==> src/rtl/pipe_hazard_ctrl.sv <==
// Stall/flush controller for the 5-stage pipeline: load-use interlock, taken-branch
// flush, multi-cycle MULT/DIV occupancy of EX, and a saturating stall-cycle counter.
module pipe_hazard_ctrl #(
  parameter int MD_LATENCY = 4,
  parameter int CNT_W      = 32
) (
  input  logic             clk,
  input  logic             rst,
  input  logic [4:0]       id_rs,
  input  logic [4:0]       id_rt,
  input  logic             id_uses_rs,
  input  logic             id_uses_rt,
  input  logic             ex_mem_read,
  input  logic [4:0]       ex_rd,
  input  logic             id_branch_taken,
  input  logic             ex_md_start,
  input  logic             cnt_clear,
  output logic             stall_pc,
  output logic             stall_ifid,
  output logic             stall_idex,
  output logic             bubble_idex,
  output logic             bubble_exmem,
  output logic             is_branch,
  output logic             md_busy,
  output logic             md_done,
  output logic [CNT_W-1:0] stall_cycles
);

  localparam int MD_W = (MD_LATENCY > 2) ? $clog2(MD_LATENCY) : 1;
  // The first stall cycle is spent in IDLE, so BUSY only needs MD_LATENCY-1 cycles.
  localparam logic [MD_W-1:0] MD_RELOAD = MD_W'(MD_LATENCY - 2);

  typedef enum logic {
    IDLE = 1'b0,
    BUSY = 1'b1
  } state_t;

  state_t           state_q, state_d;
  logic [MD_W-1:0]  md_cnt_q, md_cnt_d;
  logic [CNT_W-1:0] stall_cycles_q, stall_cycles_d;

  logic md_stall;
  logic rs_hit;
  logic rt_hit;
  logic lu;

  always_comb begin
    state_d      = state_q;
    md_cnt_d     = md_cnt_q;
    md_stall     = 1'b0;
    md_busy      = 1'b0;
    md_done      = 1'b0;
    unique case (state_q)
      IDLE: begin
        if (ex_md_start) begin
          md_stall = 1'b1;
          state_d  = BUSY;
          md_cnt_d = MD_RELOAD;
        end
      end
      BUSY: begin
        md_stall = 1'b1;
        md_busy  = 1'b1;
        if (md_cnt_q == '0) begin
          md_done = 1'b1;
          state_d = IDLE;
        end else begin
          md_cnt_d = md_cnt_q - 1'b1;
        end
      end
      default: begin
        state_d = IDLE;
      end
    endcase
  end

  // Load-use only matters when EX actually holds a load to a non-zero register.
  always_comb begin
    rs_hit = id_uses_rs && (id_rs == ex_rd);
    rt_hit = id_uses_rt && (id_rt == ex_rd);
    lu     = !md_stall && ex_mem_read && (ex_rd != 5'd0) && (rs_hit || rt_hit);
  end

  always_comb begin
    stall_pc     = md_stall || lu;
    stall_ifid   = md_stall || lu;
    stall_idex   = md_stall;
    bubble_exmem = md_stall;
    bubble_idex  = lu;
    is_branch    = id_branch_taken && !md_stall && !lu;
  end

  always_comb begin
    stall_cycles_d = stall_cycles_q;
    if (cnt_clear) begin
      stall_cycles_d = '0;
    end else if (stall_pc && (stall_cycles_q != {CNT_W{1'b1}})) begin
      stall_cycles_d = stall_cycles_q + 1'b1;
    end
  end

  always_ff @(posedge clk) begin
    if (rst) begin
      state_q        <= IDLE;
      md_cnt_q       <= '0;
      stall_cycles_q <= '0;
    end else begin
      state_q        <= state_d;
      md_cnt_q       <= md_cnt_d;
      stall_cycles_q <= stall_cycles_d;
    end
  end

  assign stall_cycles = stall_cycles_q;

endmodule

==> config.mk <==
export PLATFORM = sky130hd
export DESIGN_NAME = pipe_hazard_ctrl
export DESIGN_NICKNAME = d
export VERILOG_FILES = /design/src/rtl/pipe_hazard_ctrl.sv
export SDC_FILE = /design/constraint.sdc
export NUM_CORES = 1
export LEC_CHECK = 0
export BUFFER_PORTS_ARGS = -buffer_cell sky130_fd_sc_hd__buf_2
export CAP_MARGIN = 15
export CORE_ASPECT_RATIO = 0.8
export CORE_MARGIN = 1.5
export CORE_UTILIZATION = 50
export DETAILED_ROUTE_END_ITERATION = 16
export PLACE_DENSITY = 0.79
export SETUP_SLACK_MARGIN = 0.5
export SLEW_MARGIN = 5
export SYNTH_ARGS = -nofsm -noshare
export SYNTH_HDL_FRONTEND = slang
export SYNTH_SLANG_ARGS = --single-unit
==> constraint.sdc <==
create_clock -name clk -period 4.8 [get_ports clk]
set_input_delay 0.96 -clock clk [delete_from_list [all_inputs] [get_ports clk]]
set_output_delay 0.96 -clock clk [all_outputs]
set_load 0.01 [all_outputs]
* After elaboration in Yosys (flattened, before gate mapping)
Cells that the tools add are included.
** Operators by class
- Add/sub/neg operators :: 2
- Eq/ne operators :: 5
- Mux-type cells :: 10
- Bitwise operators :: 1
- Reductions and logical operators :: 16
** Operators with widths (count)
- $add 32x1->32 const B :: 1
- $ne 32x32->1 const B :: 1
- $eq 5x5->1 :: 2
- $logic_and 1x1->1 :: 8
- $mux 1 :: 5
- $reduce_bool 5->1 :: 1
- $mux 2 :: 2
- $ne 2x2->1 const B :: 2
- $pmux 1 s2 :: 2
- $pmux 2 s2 :: 1
- $logic_not 1->1 :: 2
- $logic_not 2->1 :: 1
- $logic_or 1x1->1 :: 2
- $reduce_and 2->1 :: 1
- $reduce_or 2->1 :: 1
- $sub 2x1->2 const B :: 1
- $not 1->1 :: 1
** Storage, ports and cells
- Flip-flop bits (word level) :: 35
- Input port bits :: 23
- Output and inout bits :: 40

* Longest topological paths before layout
- Depth after elaboration :: 8
- Gate-level depth with buffers :: 9
- Mapped depth without buffers :: 7

* Worst setup path after synthesis
No wires, ideal clock.
- Path kind :: input -> output
- Start :: input port ex_rd[1]
- End :: output port stall_pc
- Data arrival time :: 2.298 ns
- Data required time :: 3.840 ns
- Slack :: 1.542 ns
- Stages :: 6
- Buffers on the path :: 2
- Cell sequence :: or4_1 > o21a_1 > a21oi_1 > buf_2 > inv_1 > buf_4
** Between the ends
- Longest elaborated chain between the ends :: 5
** Ends and longest elaborated chain
- start, declared :: line 14 : input logic [4:0] ex_rd,
- $eq 5x5->1, on equally long branches :: line 79, 80
- $logic_and 1x1->1, on equally long branches :: line 79, 80
- $logic_or 1x1->1 :: line 81 : lu = !md_stall && ex_mem_read && (ex_rd != 5'd0) && (rs_hit || rt_hit);
- $logic_and 1x1->1 (*) :: line 81
- $logic_or 1x1->1 (*)
- end, declared :: line 18 : output logic stall_pc,
Every way passes the cells marked *; elsewhere a longest branch is shown, timed or not.

* Worst setup path in the final report
- Start :: input port ex_rd[1]
- End :: output port is_branch
** Between the ends
- Longest elaborated chain between the ends :: 6
** Ends and longest elaborated chain
- $eq 5x5->1, on equally long branches :: line 79, 80
- $logic_and 1x1->1, on equally long branches :: line 79, 80
- $logic_or 1x1->1 :: line 81
- $logic_and 1x1->1 (*) :: line 81
- $logic_not 1->1 (*) :: line 90 : is_branch = id_branch_taken && !md_stall && !lu;
- $logic_and 1x1->1 (*) :: line 90
- end, declared :: line 23 : output logic is_branch,
Marked as above.

==> results_dict.tcl <==
set metrics [dict create \
    clock_skew_ns 0.00603 \
    switching_share_pct 24.6 \
    synth_compound_area_share_pct 18.4 \
    wirelength_mm 4.48 \
    setup_viol 0 \
    root_buffer "clkbuf_8" \
    drtIter0Drc 113 \
    hold_viol_final 0 \
    synth.distinct_cells 40 \
    crit_chain "buf_2, or4_1, o21a_1, a21oi_1, buf_4, and2_1, buf_2" \
    combPwrFrac_pct 10.8 \
    clock_power_share_pct 39.7 \
    post_drt_wl_per_cell_um 13.2 \
    worstPathRequired_ns 3.84 \
    dieHeight_um 58.8 \
    synth_seq_cells 35 \
    startpoint_type "input port" \
    cts_tree "done" \
    critical_path_arrival_ns 2.38 \
    hold_buffers 0 \
    synth_xor_area_share_pct 7.20 \
    holdPathStages 2 \
    die_w_um 72.7 \
    synth_fa_ha_area_share_pct 1.29 \
    seq_area_frac_synth_pct 36.0 \
    yosysTopAreaCellShare_pct 36.0 \
    fmax_mhz 299 \
    r2r-end "stall_cycles[17]$_SDFFE_PP0P_" \
    vias 1933 \
    powerDensity_mw_per_mm2 253 \
    rsz0062_at_grt "no" \
    fillers 345 \
    crit_start "ex_rd[1]" \
    p_seq_share_pct 49.5 \
    avgSynthCellArea_sq_um 8.31 \
    grt_pass1_wl_mm 7.16 \
    worstMarginPinSlew_ns 0.826 \
    holdPathEnd "md_cnt_q[0]$_SDFFE_PP0P_" \
    maxSlewViolCount 0 \
    initial_core_util_pct 51.8 \
    grt_remaining_overflow 0 \
    grt_pass1_vias 1554 \
    critPathMaxFanout 13 \
    final_nets 319 \
    antennaDiodeCount 0 \
    total_leakage_power_nw 0.897 \
    async_reset_ff_share_pct 0 \
    synth_fp_nets 259 \
    hp-class "reg -> reg" \
    drc 0 \
    netlist_top_cells_count "dfxtp_1 (35), a21oi_1 (24), nand2_1 (22)" \
    clk_latency_ns 0.29 \
    htree_levels 2 \
    final.min_clock_period_ns 3.34 \
    cts_resized 0 \
    synth_flop_cell "dfxtp_1" \
    area_growth_pct 21.5 \
    slew_headroom_pct 44.8 \
    synthMuxAreaShare_pct 1.03 \
    antenna_found_initial 0 \
    core_area_sq_mm 0.00375 \
    cts.path.max_buffers 2 \
    clkSlewWorstSetupHoldPaths_ns 0.06 \
    yosys_warnings 0 \
    ir_worst_vdd_v 0.000180 \
    die_area_sq_mm 0.00428 \
    port_buffers 62 \
    synth_top_cell_by_area "dfxtp_1" \
    finalSetupTns_ns 0 \
    gr-usage-all-layers_pct 21.5 \
    r2r_cells 7 \
    synth.area.top_cells "dfxtp_1 (36%), or4_1 (6.6%), a21oi_1 (6.2%)" \
    cts_buffers 5 \
    via_per_inst 5.70 \
    syn_inst 234 \
    max_cap_violations 0 \
    syn_area_sq_mm 0.00195 \
    synth-edff-count 0 \
    status "finished clean" \
    rows 20 \
    p_switching_mw 0.147 \
    drive_gt1_share_pct 27.8 \
    crit_path_end_kind "primary output" \
    reg2reg_from "stall_cycles[0]$_SDFFE_PP0P_" \
    ioPinCount 63 \
    internal_power_mw 0.450 \
    crit_type "in -> out" \
    crit_slowest_cell "or4_1" \
    period_share_pct 69.6 \
    place_congestion 0.813 \
    synth_top_family_by_area "simple AND/OR/NAND/NOR gates" \
    drtAntennaViolNets 0 \
    synthSimpleGateAreaFrac_pct 32.0 \
    synth_most_common_cell "dfxtp_1" \
    hold_start "md_cnt_q[0]$_SDFFE_PP0P_" \
    place_area_sq_mm 0.00226 \
    firstDrtPassIters 4 \
    cts.sinks 35 \
    dpl.hpwl_mm 3.25 \
    crit_top_cell "buf_2" \
    post-cts-setup-buffer-count 0 \
    cpPeakStageDelay_ns 0.53 \
    fin_area_sq_mm 0.00236 \
    reg2reg_setup_slack_ns 2.26 \
    grt_max_degree 31 \
    finalPower_mw 0.597 \
]
[critical path, delay by kind of cell]
family | cells | cell delay (ns)
compound gates | 2 | 0.33
simple gates | 2 | 0.66
buf+inv | 3 | 0.43
[cell usage in the layout, fill, tap and decap left out, drive strengths merged, types with 3 or more instances in the layout]
cell    instances
or2             3
and3            5
o21ai           8
nand4          10
or3             9
dfxtp          35
nor2           14
buf            63
nand2          22
xnor2          10
nor3            4
a21oi          24
inv             7
o31ai          15
nor4            3
xor2            6
or4            17
clkbuf          8
nand3          13
[worst max-delay path by stage]
stage                     slack (ns)         to  cells after the start
after CTS                       1.47  is_branch                      7
after global routing            1.37  is_branch                      7
after detailed placement        1.48  is_branch                      7
after floorplan                 1.54   stall_pc                      6
after global placement          1.48  is_branch                      7
final                           1.46  is_branch                      7
[final cells by class]
cell class | count | area, sq um | area share, %
multi-input combinational | 182 | 1160 | 49.3
sequential | 35 | 701 | 29.6
inverter | 7 | 26.3 | 1.11
timing repair buffer | 63 | 318 | 13.4
clock buffer | 8 | 100 | 4.23
tap | 44 | 55.1 | 2.33
[cells by family (layout without fill, tap and decap cells)]
logic type,count (synthesis),after routing
mux,2,2
simple gates,106,106
compound gates,56,56
xor+xnor,16,16
buf+inv,17,78
flops,35,35
fa+ha+maj,2,2
[power groups by stage]
stage | sequential, mW | clock, mW | combinational (mW)
final | 0.296 | 0.237 | 0.0644
after global routing | 0.296 | 0.256 | 0.0718
after CTS | 0.296 | 0.243 | 0.0648
after detailed placement | 0.303 | 0 | 0.0645
after global placement | 0.302 | 0 | 0.0635
after floorplan | 0.303 | 0 | 0.0440
[layer usage]
layer	vias to the layer above	track usage [%]	part of all wire (%)
li1	1004	-	-
met1	882	29.6	49
met2	42	32.2	45
met3	5	7.02	5.4
met4	0	6.47	1.0
met5	-	0	0
[sequential cells by signal, indices dropped and copies added (netlist names)]
signal	count
md_cnt_q	2
state_q	1
stall_cycles	32
[through the flow]
step	cells	worst slack (ns)	hold slack [ns]	util (%)
2_1_floorplan	234	1.54	0.426	-
3_3_place_gp	331	1.48	0.441	60.3
3_5_place_dp	331	1.48	0.450	60.3
4_1_cts	339	1.47	0.459	63.0
5_1_grt	339	1.37	0.480	63.0
6_report	339	1.46	0.457	63.0
No activity file was read; power rests on OpenSTA's default activity.
